**config.mk**
```make
export PLATFORM = sky130hd
export DESIGN_NAME = mux5_arbiter_flat
export DESIGN_NICKNAME = d
export VERILOG_FILES = /design/src/rtl/mux5_arbiter_pkg.sv /design/src/rtl/mux5_arbiter_if.sv /design/src/rtl/mux5_arbiter_rr_pick5.sv /design/src/rtl/mux5_arbiter.sv /design/src/flat_wrapper.sv
export SDC_FILE = /design/constraint.sdc
export NUM_CORES = 1
export LEC_CHECK = 0
export ABC_AREA = 0
export ABC_CLOCK_PERIOD_IN_PS = 12200
export BUFFER_PORTS_ARGS = -buffer_cell sky130_fd_sc_hd__buf_2
export CORE_MARGIN = 1.5
export CORE_UTILIZATION = 24
export CTS_BUF_LIST = sky130_fd_sc_hd__clkbuf_2 sky130_fd_sc_hd__clkbuf_4 sky130_fd_sc_hd__clkbuf_8
export CTS_CLUSTER_SIZE = 40
export DETAILED_ROUTE_END_ITERATION = 8
export GPL_TIMING_DRIVEN = 0
export PLACE_DENSITY = 0.38
export SLEW_MARGIN = 5
export SYNTH_ARGS = -nofsm -noshare
export SYNTH_HDL_FRONTEND = slang
export SYNTH_HIERARCHICAL = 1
export SYNTH_SLANG_ARGS = --single-unit
export TNS_END_PERCENT = 100
```
**constraint.sdc**
```tcl
create_clock -name clk -period 12.2 [get_ports clk]
set_input_delay 1.83 -clock clk [delete_from_list [all_inputs] [get_ports clk]]
set_output_delay 1.83 -clock clk [all_outputs]
set_load 0.02 [all_outputs]
```
**src/rtl/mux5_arbiter_pkg.sv**
```systemverilog
// Shared definitions for the 5-input round-robin mux arbiter:
// requester count, mux select encodings, FSM state codes and small helpers.
package mux5_arbiter_pkg;

    // Number of requesters sharing the mux output.
    localparam int N_REQ = 5;

    // Select codes understood by the 5-to-1 mux.
    // Index 4 maps to 101; codes 100, 110 and 111 are left unassigned in the mux.
    localparam logic [2:0] SEL_H0 = 3'b000;
    localparam logic [2:0] SEL_H1 = 3'b001;
    localparam logic [2:0] SEL_H2 = 3'b010;
    localparam logic [2:0] SEL_H3 = 3'b011;
    localparam logic [2:0] SEL_H4 = 3'b101;

    // Arbiter FSM states.
    typedef enum logic {
        ST_IDLE = 1'b0,
        ST_BUSY = 1'b1
    } arb_state_e;

    // Requester index -> mux select code. Out-of-range indices fall back to
    // input 0 so an illegal code can never reach the mux.
    function automatic logic [2:0] sel_enc(input logic [2:0] idx);
        logic [2:0] code;
        case (idx)
            3'd0:    code = SEL_H0;
            3'd1:    code = SEL_H1;
            3'd2:    code = SEL_H2;
            3'd3:    code = SEL_H3;
            3'd4:    code = SEL_H4;
            default: code = SEL_H0;
        endcase
        return code;
    endfunction

    // Requester index -> one-hot grant vector (zero for out-of-range indices).
    function automatic logic [N_REQ-1:0] onehot5(input logic [2:0] idx);
        logic [N_REQ-1:0] vec;
        vec = '0;
        if (idx < 3'(N_REQ)) begin
            vec[idx] = 1'b1;
        end
        return vec;
    endfunction

endpackage

```
**src/rtl/mux5_arbiter_if.sv**
```systemverilog
// Request/grant bundle between the datapath requesters and the mux arbiter.
//
// Handshake: req[i] is a level request, held high for as long as requester i
// wants the mux; it is not latched, so a request dropped before the arbiter
// samples it is simply never served. grant is the registered one-hot answer,
// s is the mux select that goes with it, and valid is high exactly while a
// grant is active (valid == |grant). en only gates new grants; a grant that
// is already running ends on its own (request drop or hold limit).
interface mux5_arbiter_if;
    import mux5_arbiter_pkg::*;

    logic             en;
    logic [N_REQ-1:0] req;
    logic [N_REQ-1:0] grant;
    logic [2:0]       s;
    logic             valid;

    // Requester / datapath side.
    modport master (
        output en,
        output req,
        input  grant,
        input  s,
        input  valid
    );

    // Arbiter side.
    modport slave (
        input  en,
        input  req,
        output grant,
        output s,
        output valid
    );

endinterface

```
**src/rtl/mux5_arbiter_rr_pick5.sv**
```systemverilog
// Combinational round-robin picker: finds the first set request bit scanning
// ptr, ptr+1, ... with wrap-around modulo 5.
module rr_pick5
    import mux5_arbiter_pkg::*;
(
    input  logic [N_REQ-1:0] req,
    input  logic [2:0]       ptr,
    output logic             any,
    output logic [2:0]       idx
);

    logic [2:0] pos;

    // Scan the five positions in priority order; the first hit wins.
    always_comb begin
        any = 1'b0;
        idx = 3'd0;
        pos = 3'd0;
        for (int k = 0; k < N_REQ; k++) begin
            pos = 3'((32'(ptr) + 32'(k)) % 32'(N_REQ));
            if (!any && req[pos]) begin
                any = 1'b1;
                idx = pos;
            end
        end
    end

endmodule

```
**src/rtl/mux5_arbiter.sv**
```systemverilog
// Round-robin arbiter for the shared 5-to-1 select mux. One requester holds
// the mux for at most MAX_HOLD cycles; every release is followed by one idle
// cycle before the next grant. The select output keeps its last code while
// idle so the mux never sees a glitch or an unassigned code.
module mux5_arbiter
    import mux5_arbiter_pkg::*;
#(
    parameter int MAX_HOLD = 4
)(
    input  logic           clk,
    input  logic           rst_n,
    mux5_arbiter_if.slave  bus,
    output arb_state_e     state_dbg
);

    arb_state_e       state, state_nxt;
    logic [2:0]       ptr, ptr_nxt;
    logic [3:0]       hold_cnt, hold_nxt;
    logic [2:0]       gidx, gidx_nxt;
    logic [N_REQ-1:0] grant_q, grant_nxt;
    logic [2:0]       s_q, s_nxt;
    logic             valid_q, valid_nxt;

    logic             pick_any;
    logic [2:0]       pick_idx;
    logic             rel_now;

    rr_pick5 u_pick (
        .req (bus.req),
        .ptr (ptr),
        .any (pick_any),
        .idx (pick_idx)
    );

    // The granted requester gives up the mux when it drops its request or
    // has used its full hold budget; both at once is still one release.
    assign rel_now = !bus.req[gidx] || (hold_cnt == 4'(MAX_HOLD));

    // State, pointer, hold counter and output registers.
    always_ff @(posedge clk or negedge rst_n) begin
        if (!rst_n) begin
            state    <= ST_IDLE;
            ptr      <= 3'd0;
            hold_cnt <= 4'd0;
            gidx     <= 3'd0;
            grant_q  <= '0;
            s_q      <= SEL_H0;
            valid_q  <= 1'b0;
        end else begin
            state    <= state_nxt;
            ptr      <= ptr_nxt;
            hold_cnt <= hold_nxt;
            gidx     <= gidx_nxt;
            grant_q  <= grant_nxt;
            s_q      <= s_nxt;
            valid_q  <= valid_nxt;
        end
    end

    // Next-state and next-output decision for the IDLE/BUSY FSM.
    always_comb begin
        state_nxt = state;
        ptr_nxt   = ptr;
        hold_nxt  = hold_cnt;
        gidx_nxt  = gidx;
        grant_nxt = grant_q;
        s_nxt     = s_q;
        valid_nxt = valid_q;
        case (state)
            ST_IDLE: begin
                // New grants only when enabled; otherwise outputs hold.
                if (bus.en && pick_any) begin
                    state_nxt = ST_BUSY;
                    gidx_nxt  = pick_idx;
                    grant_nxt = onehot5(pick_idx);
                    s_nxt     = sel_enc(pick_idx);
                    valid_nxt = 1'b1;
                    hold_nxt  = 4'd1;
                end
            end
            ST_BUSY: begin
                // en is deliberately ignored here: a running grant ends normally.
                if (rel_now) begin
                    state_nxt = ST_IDLE;
                    grant_nxt = '0;
                    valid_nxt = 1'b0;
                    hold_nxt  = 4'd0;
                    ptr_nxt   = (gidx == 3'd4) ? 3'd0 : gidx + 3'd1;
                    // s_nxt keeps the released requester's code.
                end else begin
                    hold_nxt = hold_cnt + 4'd1;
                end
            end
            default: begin
                state_nxt = ST_IDLE;
            end
        endcase
    end

    assign bus.grant = grant_q;
    assign bus.s     = s_q;
    assign bus.valid = valid_q;
    assign state_dbg = state;

endmodule

```
**src/flat_wrapper.sv**
```systemverilog
// flat-port wrapper written by rule: the top's interface ports become plain ports
module mux5_arbiter_flat import mux5_arbiter_pkg::*;
#(
    parameter int MAX_HOLD = 4
)
  (clk, rst_n, state_dbg, bus_en, bus_req, bus_grant, bus_s, bus_valid);
  mux5_arbiter_if bus_i ();
  input  logic clk;
  input  logic rst_n;
  output arb_state_e state_dbg;
  input wire logic [$bits(bus_i.en)-1:0] bus_en;
  input wire logic [$bits(bus_i.req)-1:0] bus_req;
  output wire logic [$bits(bus_i.grant)-1:0] bus_grant;
  output wire logic [$bits(bus_i.s)-1:0] bus_s;
  output wire logic [$bits(bus_i.valid)-1:0] bus_valid;
  assign bus_i.en = bus_en;
  assign bus_i.req = bus_req;
  assign bus_grant = bus_i.grant;
  assign bus_s = bus_i.s;
  assign bus_valid = bus_i.valid;
  mux5_arbiter #(.MAX_HOLD(MAX_HOLD)) u_core (.clk(clk), .rst_n(rst_n), .bus(bus_i), .state_dbg(state_dbg));
endmodule
```
==> metrics.cfg <==
[synthesis]
synth_fp_nets=338
syn_area_sq_um=2610
synth_seq_area_share_pct=19.2
ys_warn_count=6
syn_inst=305
yosysUniqueCellTypes=79
synth_flop_cell=dfrtp_1
synth-seq-cells=20
synth_edf_count=0
syn_area_per_cell_sq_um=8.55
ys_async_sr_fraction_pct=100

[clocking]
cts_tree=done
clk-insertion-delay-late_ns=0.26
cts_buffers=3
clkSinkCount=20
htree_levels=1
post_cts_buffers=0
post_cts_resize_count=0
holdBufCountCts=0
root_buffer=clkbuf_8
max-clock-path-buffers=2
clk_pin_slew_worst_paths_ns=0.08

[place]
post-dp-hpwl_um=5630
place.gp.congestion=0.775
dpl_cell_area_sq_um=2860
port_buffers=17

[route]
antenna_left=0
drt_first_pass_iters=4
routed_wl_um=7060
drc=0
via_count=2317
avgViaCountPerCell=5.02
wl_per_cell_um=15.3
drt_iter0_markers=129

[sta]
clock_skew_ns=0.0106
slew_viol_final=0
tightest_slew_ns=0.565
finalCritPeriodShare_pct=45.6
setup_violations=0
hold_violations=0
timing.setup.tns_ns=0
max_clock_freq_mhz=180
relSlewSlack_pct=62.3
fin_crit_ns=5.56
whs_ns=0.483
rsz0062_at_grt=no

[finish]
final_area_sq_um=2940
fin_util_pct=28.2
num-nets-final=360
area_growth_pct=12.5
num_antenna_cells=0
drive_above_1_share_pct=13.2

[grt]
track_usage_pct=12.7
grt.overflow.total=0
grt_pass1_wl_um=11700
grt_max_degree=21
grt_pass1_vias=2251
antenna_found_initial=0

[setup_path]
crit_type=register to register
crit_fanout=11
cp-start-kind=register
arrival_ns=5.69
crit_path_end_kind=register
required_ns=12.33

[hold_path]
hold_class=register to register

[job]
maxCapViolations=0

[die]
initial_core_util_pct=25.0
ioPinCount=18
core_area_sq_um=10400
dieArea_sq_um=11500
dieHeight_um=107
die_w_um=107
rows=37

[outcome]
status=completed

-- critical path: stages, from the launching register on --
cell and delay (ns):
dfrtp_1 0.51, inv_1 0.28, ha_1 0.48, clkinv_1 0.28
ha_1 0.34, nor2_1 0.18, a21oi_1 0.11, xnor2_1 0.35
ha_1 0.27, nand2b_1 0.13, a21oi_1 0.28, a31oi_4 0.10
xnor2_1 0.41, mux4_2 0.56, a2111oi_0 0.52, a221o_1 0.33
nor2_1 0.12, nand2_1 0.11, o22ai_1 0.08
-- cells by family (layout without fill, tap and decap cells) --
family | count (synthesis) | after routing | synth area share, %
compound gates | 89 | 89 | 27.8
xor+xnor | 11 | 11 | 4.41
fa+ha+maj | 25 | 25 | 12.3
buf+inv | 36 | 57 | 6.19
flops | 20 | 20 | 19.2
mux | 18 | 18 | 8.30
simple gates | 106 | 106 | 21.8
-- cell type report --
class | count | area [sq um]
inverters | 27 | 104
flip-flops and latches | 20 | 500
repair buffers | 17 | 85.1
clock inverters | 1 | 30.0
well taps | 136 | 170
clock buffers | 3 | 41.3
fillers | 1130 | 7480
multi-input cells | 249 | 1950
plain buffers | 9 | 57.6
-- path summary, 6_finish.rpt --
kind                            startpoint                   to  slack (ns)  depth (start not counted)
setup reg to reg             u_core/ptr[1]  u_core/bus.grant[2]        6.64                         18
hold reg to reg            u_core/bus.s[2]      u_core/bus.s[2]        0.48                          2
min in group asynchronous            rst_n      u_core/bus.s[1]        1.51                          1
setup / recovery             u_core/ptr[1]  u_core/bus.grant[2]        6.64                         18
max in group asynchronous            rst_n     u_core/state_dbg       10.35                          1
hold / removal             u_core/bus.s[2]      u_core/bus.s[2]        0.48                          2
-- sequential cells by signal, summed over array words and instances, names as in the netlist --
signal            cells
u_core/bus.grant      5
u_core/hold_cnt       4
u_core/bus.s          3
u_core/gidx           3
u_core/ptr            3
u_core/bus.valid      1
u_core/state_dbg      1
-- routing by layer --
layer	up-vias	routed length, um	track usage (%)
met1	1091	3790	18.9
met2	39	3070	19.8
met4	0	57	1.62
met3	8	147	1.45
li1	1179	-	-
met5	-	0	0
-- Yosys cell counts (all sizes together), types with 3 or more instances --
library cell  count  area share, %
a211oi            6            2.2
a21boi            5            1.4
a21o              4            1.2
a21oi            11            2.8
a22oi             4            1.2
a31oi             4            1.5
and2              5            1.2
and3              5            1.2
and3b             4            1.3
buf               4            1.5
clkbuf            5           0.72
dfrtp            20             19
ha               24             12
inv              26            3.8
mux2              6            2.7
mux2i            11            4.7
nand2            29            4.2
nand2b           11            2.6
nand3            12            2.3
nor2             13            1.9
nor2b             4           0.96
nor3              7            1.3
o21a              4            1.2
o21ai            18            3.5
o31ai             4            1.7
xnor2             8            3.4
xor2              3            1.0
-- stage by stage --
| stage | instances | worst slack [ns] |
|---|---|---|
| 3_3_place_gp | 458 | 6.61 |
| 3_5_place_dp | 458 | 6.60 |
| 5_1_grt | 462 | 6.22 |
| 6_report | 462 | 6.64 |
| 4_1_cts | 462 | 6.59 |
| 2_1_floorplan | 305 | 7.41 |
-- cells in the final DEF, fill, tap and decap left out, types with 7 or more instances in the layout --
| cell type | instances |
|---|---|
| mux2i_1 | 10 |
| dfrtp_1 | 20 |
| inv_1 | 24 |
| buf_2 | 18 |
| nor3_1 | 7 |
| o21ai_0 | 11 |
| nor2_1 | 13 |
| o21ai_1 | 7 |
| nand2b_1 | 11 |
| nand2_1 | 29 |
| ha_1 | 24 |
| xnor2_1 | 7 |
| nand3_1 | 12 |
| a21oi_1 | 8 |
Power is not shown: default switching activity piles up to over one toggle a cycle in this logic, so the estimate is an artifact.
